--- src/rtl/uart_rx_ctrl.sv ---
// UART receive sequencing controller: qualifies the start bit, hands off to the data and stop samplers,
// checks framing and presents each byte on a valid/ack interface. Define UART_RX_CTRL_PARITY_EN for the parity stage.
module uart_rx_ctrl #(
    parameter int OSR       = 16,
    parameter int DATA_BITS = 8,
    parameter int STOP_BITS = 2
) (
    input  logic                 i_clk,
    input  logic                 i_rst,
    input  logic                 i_en,
    input  logic                 i_rx,
    output logic                 o_data_start,
    input  logic                 i_data_ready,
    input  logic [DATA_BITS-1:0] i_data,
    output logic                 o_stop_start,
    input  logic                 i_stop_ready,
    output logic [DATA_BITS-1:0] o_data,
    output logic                 o_valid,
    input  logic                 i_ack,
    output logic                 o_frame_err,
    output logic                 o_overrun,
`ifdef UART_RX_CTRL_PARITY_EN
    input  logic                 i_parity_odd,
    output logic                 o_parity_err,
`endif
    output logic                 o_busy
);

    localparam int CW = $clog2(OSR) + 1;
    localparam logic [CW-1:0] CNT_ZERO  = {CW{1'b0}};
    localparam logic [CW-1:0] CNT_ONE   = CW'(1);
    localparam logic [CW-1:0] CNT_HALF  = CW'(OSR / 2);
    localparam logic [CW-1:0] CNT_FULL  = CW'(OSR);
    localparam logic [1:0]    STOP_LAST = 2'(STOP_BITS);

    localparam logic [2:0] ST_IDLE   = 3'd0;
    localparam logic [2:0] ST_START  = 3'd1;
    localparam logic [2:0] ST_DATA   = 3'd2;
    localparam logic [2:0] ST_STOP   = 3'd3;
    localparam logic [2:0] ST_DONE   = 3'd4;
`ifdef UART_RX_CTRL_PARITY_EN
    localparam logic [2:0] ST_PARITY = 3'd5;
`endif

    logic                 sync_meta_r;
    logic                 rx_sync_r;
    logic [2:0]           state_r;
    logic [2:0]           state_nxt_s;
    logic [CW-1:0]        cnt_r;
    logic [CW-1:0]        cnt_nxt_s;
    logic [CW-1:0]        cnt_inc_s;
    logic                 sample_s;
    logic [DATA_BITS-1:0] shadow_r;
    logic                 ferr_r;
    logic [1:0]           stop_idx_r;
    logic                 perr_s;
    logic                 drop_s;
    logic                 hold_s;

`ifdef UART_RX_CTRL_PARITY_EN
    logic perr_r;

    function automatic logic parity_expected(input logic [DATA_BITS-1:0] d, input logic odd);
        return (^d) ^ odd;
    endfunction
`endif

    // Two-flop synchroniser for the asynchronous RX line (idles high).
    always_ff @(posedge i_clk) begin
        if (i_rst) begin
            sync_meta_r <= 1'b1;
            rx_sync_r   <= 1'b1;
        end else begin
            sync_meta_r <= i_rx;
            rx_sync_r   <= sync_meta_r;
        end
    end

    // Next-state and tick-counter logic; only handshake waits react outside oversample ticks.
    always_comb begin
        state_nxt_s = state_r;
        cnt_nxt_s   = cnt_r;
        cnt_inc_s   = cnt_r + CNT_ONE;
        sample_s    = 1'b0;
        case (state_r)
            ST_IDLE: begin
                if (i_en && !rx_sync_r) begin
                    state_nxt_s = ST_START;
                    cnt_nxt_s   = CNT_ONE;
                end else begin
                    state_nxt_s = ST_IDLE;
                end
            end
            ST_START: begin
                if (i_en && (cnt_inc_s == CNT_HALF)) begin
                    state_nxt_s = rx_sync_r ? ST_IDLE : ST_DATA;
                    cnt_nxt_s   = CNT_ZERO;
                end else if (i_en) begin
                    cnt_nxt_s = cnt_inc_s;
                end else begin
                    cnt_nxt_s = cnt_r;
                end
            end
            ST_DATA: begin
                if (i_data_ready) begin
`ifdef UART_RX_CTRL_PARITY_EN
                    state_nxt_s = ST_PARITY;
`else
                    state_nxt_s = ST_STOP;
`endif
                    cnt_nxt_s   = CNT_ZERO;
                end else begin
                    state_nxt_s = ST_DATA;
                end
            end
`ifdef UART_RX_CTRL_PARITY_EN
            ST_PARITY: begin
                if (i_en) begin
                    sample_s = (cnt_inc_s == CNT_HALF);
                    if (cnt_inc_s == CNT_FULL) begin
                        state_nxt_s = ST_STOP;
                        cnt_nxt_s   = CNT_ZERO;
                    end else begin
                        cnt_nxt_s = cnt_inc_s;
                    end
                end else begin
                    cnt_nxt_s = cnt_r;
                end
            end
`endif
            ST_STOP: begin
                if (i_en) begin
                    sample_s  = (cnt_inc_s == CNT_HALF);
                    cnt_nxt_s = (cnt_inc_s == CNT_FULL) ? CNT_ZERO : cnt_inc_s;
                end else begin
                    cnt_nxt_s = cnt_r;
                end
                if (i_stop_ready) begin
                    state_nxt_s = ST_DONE;
                end else begin
                    state_nxt_s = ST_STOP;
                end
            end
            ST_DONE: begin
                state_nxt_s = ST_IDLE;
                cnt_nxt_s   = CNT_ZERO;
            end
            default: begin
                state_nxt_s = ST_IDLE;
                cnt_nxt_s   = CNT_ZERO;
            end
        endcase
    end

    // A completed frame is dropped on any error; a held byte that is not being acked blocks the load.
    assign drop_s = ferr_r | perr_s;
    assign hold_s = o_valid & ~i_ack;

    // State register, sampler pulses, stop-bit framing check and the valid/ack output stage.
    always_ff @(posedge i_clk) begin
        if (i_rst) begin
            state_r      <= ST_IDLE;
            cnt_r        <= CNT_ZERO;
            shadow_r     <= {DATA_BITS{1'b0}};
            ferr_r       <= 1'b0;
            stop_idx_r   <= 2'd0;
            o_busy       <= 1'b0;
            o_data_start <= 1'b0;
            o_stop_start <= 1'b0;
            o_frame_err  <= 1'b0;
            o_overrun    <= 1'b0;
            o_data       <= {DATA_BITS{1'b0}};
            o_valid      <= 1'b0;
        end else begin
            state_r      <= state_nxt_s;
            cnt_r        <= cnt_nxt_s;
            o_busy       <= (state_nxt_s != ST_IDLE);
            o_data_start <= (state_r == ST_START) && (state_nxt_s == ST_DATA);
            o_stop_start <= (state_r != ST_STOP) && (state_nxt_s == ST_STOP);
            o_frame_err  <= (state_r == ST_DONE) && ferr_r;
            o_overrun    <= (state_r == ST_DONE) && !drop_s && hold_s;
            if ((state_r == ST_DATA) && i_data_ready) begin
                shadow_r   <= i_data;
                ferr_r     <= 1'b0;
                stop_idx_r <= 2'd0;
            end else if ((state_r == ST_STOP) && sample_s && (stop_idx_r < STOP_LAST)) begin
                stop_idx_r <= stop_idx_r + 2'd1;
                ferr_r     <= ferr_r | ~rx_sync_r;
            end
            if ((state_r == ST_DONE) && !drop_s && !hold_s) begin
                o_data  <= shadow_r;
                o_valid <= 1'b1;
            end else if (o_valid && i_ack) begin
                o_valid <= 1'b0;
            end
        end
    end

`ifdef UART_RX_CTRL_PARITY_EN
    // Parity bit check; the flag is cleared when a new byte is captured.
    always_ff @(posedge i_clk) begin
        if (i_rst) begin
            perr_r       <= 1'b0;
            o_parity_err <= 1'b0;
        end else begin
            o_parity_err <= (state_r == ST_DONE) && perr_r;
            if ((state_r == ST_DATA) && i_data_ready) begin
                perr_r <= 1'b0;
            end else if ((state_r == ST_PARITY) && sample_s) begin
                perr_r <= (rx_sync_r != parity_expected(shadow_r, i_parity_odd));
            end
        end
    end

    assign perr_s = perr_r;
`else
    assign perr_s = 1'b0;
`endif

endmodule

--- config.mk ---
export PLATFORM = sky130hd
export DESIGN_NAME = uart_rx_ctrl
export DESIGN_NICKNAME = d
export VERILOG_FILES = /design/src/rtl/uart_rx_ctrl.sv
export SDC_FILE = /design/constraint.sdc
export NUM_CORES = 1
export LEC_CHECK = 0
export ABC_AREA = 1
export BUFFER_PORTS_ARGS = -buffer_cell sky130_fd_sc_hd__buf_2
export CORE_ASPECT_RATIO = 0.9
export CORE_MARGIN = 2
export CORE_UTILIZATION = 40
export DETAILED_ROUTE_END_ITERATION = 10
export HOLD_SLACK_MARGIN = 0.02
export PLACE_DENSITY_LB_ADDON = 0.15
export SYNTH_ARGS = -nofsm -noshare
export SYNTH_HDL_FRONTEND = slang
export SYNTH_SLANG_ARGS = --single-unit
--- constraint.sdc ---
create_clock -name i_clk -period 2.3 [get_ports i_clk]
set_clock_uncertainty 0.05 [all_clocks]
set_input_delay 0.46 -clock i_clk [delete_from_list [all_inputs] [get_ports i_clk]]
set_output_delay 0.46 -clock i_clk [all_outputs]
set_load 0.02 [all_outputs]
==> results.yml <==
run_status:
  outcome: "finished, final reports clean"
floorplan:
  die-area_um2: 4320
  start_util_pct: 41.4
  die_x_um: 69.1
  die_y_um: 62.6
  io_pins: 29
  rows: 21
  core_area_um2: 3680
setup_path:
  endpoint_kind: "flop"
  reg2reg_slack_ns: 0.65
  critPathRequiredTime_ns: 2.44
  crit_type: "flop to flop"
  path_max_fanout: 6
  arrival_ns: 1.79
  crit_path_start_kind: "flop"
synth:
  synthTopCellsByArea: "dfxtp_1 46%, nor2_1 11%, inv_1 6.2%"
  yosysTopAreaCell: "dfxtp_1"
  synth.top_cell.area_share_pct: 46.0
  ys_ff_latch: 35
  syn-cell-area_um2: 1520
  synth_cell_types: 26
  ys_seq_area_share_pct: 46.0
  avgSynthCellArea_um2: 7.54
  yosys_warnings: 0
  synth_cells: 202
  synth.net_count: 219
job:
  maxCapViolCount: 0
timing:
  slew_headroom_pct: 69.9
  fin_crit_sh_pct: 71.9
  rsz0062_at_grt: "false"
  fmax_mhz: 605
  tightest_slew_ns: 0.451
  layout_min_cycle_time_ns: 1.65
  finalSetupTns_ns: 0
  setup_viol: 0
  hold_viol_final: 0
  finalMaxSlewViolations: 0
power_and_ir_drop:
  ir_worst_vdd_v: 0.000369
  clkPwrFrac_pct: 42.2
  power.switching_uw: 261
  p_sw_share_pct: 22.4
  share_comb_of_total_power_pct: 5.0
  leakage_uw: 0.000833
  p_seq_share_pct: 52.8
  internal_power_uw: 906
  power.density_nw_per_um2: 642
global_routing:
  grt.overflow.total: 0
  grt_pass1_vias: 1147
  grt_start_max_net_pins: 20
  antenna_found_initial: 0
  grt_usage_pct: 14.9
  grt_pass1_wl_um: 5060
clock_network:
  postCtsHoldBufs: 0
  clk_pin_slew_worst_paths_ns: 0.07
  htreeDepth: 2
  ctsResizeCount: 0
  clock-sinks: 35
  cts_setup_buffers: 0
  numCtsBuffers: 5
  cts_tree: "built"
  clock-root-buffer: "clkbuf_8"
  cts_buffer_depth: 2
  clock_latency_ns: 0.29
layout:
  drive_above_1_share_pct: 28.0
  nets: 252
  post-route-util_pct: 49.4
  fill_cells: 385
  diodes: 0
  syn2layout_area_growth_pct: 19.3
routing:
  drc: 0
  drtPass1Iterations: 4
  drt-initial-drc-count: 67
  routed_via_density: 4.54
  postRouteAntennaNets: 0
  vias: 1279
  wl_per_cell_um: 10.3
  wl_um: 2900
hold_path:
  hold_class: "primary input to flop"
placement:
  dp_hpwl_um: 2180
  place.gp.congestion: 0.787
  numPortBuffers: 28
## cell type report
class | instances | area (um^2) | area share [%]
inverter | 29 | 111 | 6.13
multi-input combinational | 136 | 704 | 38.7
clock inverter | 1 | 7.51 | 0.413
clock buffer | 7 | 96.3 | 5.30
sequential | 35 | 701 | 38.5
tap | 46 | 57.6 | 3.17
timing repair buffer | 28 | 140 | 7.71
## final timing paths
kind         cells past startpoint   startpoint            end
max                             10     cnt_r[0]  stop_idx_r[0]
min                              2         i_rx    sync_meta_r
max reg2reg                     10     cnt_r[0]  stop_idx_r[0]
min reg2reg                      1  sync_meta_r      rx_sync_r
## logic make-up (layout without fill, tap and decap cells)
family	count (synthesis)	in the layout	synth area share [%]
flip-flops	35	35	46.0
adder cells (fa/ha/maj)	2	2	1.64
buffers and inverters	31	65	7.80
AO/OA/AOI/OAI	29	29	10.8
AND/OR/NAND/NOR	105	105	33.8
## metal layers
metal,global-route usage (%),share of wire (%)
met1,18.6,52
met2,22.5,41
met3,6.13,6.1
met4,6.62,1.1
met5,0,0
## power by group through the flow
| stage | combinational (uW) | clock, uW | sequential (uW) |
|---|---|---|---|
| after floorplan | 37.8 | 0 | 629 |
| after global placement | 60.1 | 0 | 630 |
| after detailed placement | 59.2 | 0 | 630 |
| after CTS | 59.7 | 507 | 616 |
| after global routing | 67.7 | 535 | 617 |
| final | 58.9 | 492 | 616 |
## metrics by stage
stage	worst slack (ns)	instance area [um^2]	instances	power, uW	hold slack, ns
6_report	0.647	1820	282	1170	0.299
5_1_grt	0.437	1820	282	1220	0.294
4_1_cts	0.650	1820	282	1180	0.293
3_5_place_dp	0.660	1710	274	689	0.356
3_3_place_gp	0.705	1710	274	690	0.356
2_1_floorplan	0.835	1520	202	667	0.339
## cells in the final DEF (no fill, tap or decap), types with 3 or more instances in the layout
master / Yosys / layout
inv_1: 25 / 25
nor2_2: 3 / 3
nand3_1: 8 / 8
nand2_2: 10 / 10
nor2_1: 44 / 44
a21oi_1: 5 / 5
nor3_1: 4 / 4
clkbuf_8: 0 / 7
nand2_1: 24 / 24
o21ai_0: 18 / 18
a21oi_2: 4 / 4
dfxtp_1: 35 / 35
inv_2: 3 / 3
buf_2: 0 / 28
## critical path, stage by stage (launching register included)
cell and delay [ns]:
dfxtp_1 0.43, ha_1 0.23, nand2_2 0.07, nand2_2 0.09
nand2_2 0.06, nor2_2 0.09, nand3_2 0.11, nor3_2 0.19
nand2_1 0.12, nand2_1 0.07, a21oi_1 0.04
## cell usage after synthesis, drive strengths merged
master,n
o21ai,20
nor2,47
a21oi,9
ha,2
nand4,2
clkbuf,1
inv,29
nand2,35
dfxtp,35
buf,1
or2,2
nand3,10
nor3,6
nand3b,3
## sequential cells by signal, indices dropped and copies added (netlist names)
signal / flops
o_data: 8
shadow_r: 8
cnt_r: 5
state_r: 3
stop_idx_r: 2
drop_s: 1
o_busy: 1
o_data_start: 1
o_frame_err: 1
o_overrun: 1
o_stop_start: 1
o_valid: 1
rx_sync_r: 1
sync_meta_r: 1
Note: power is estimated with default switching activity, not from simulation.
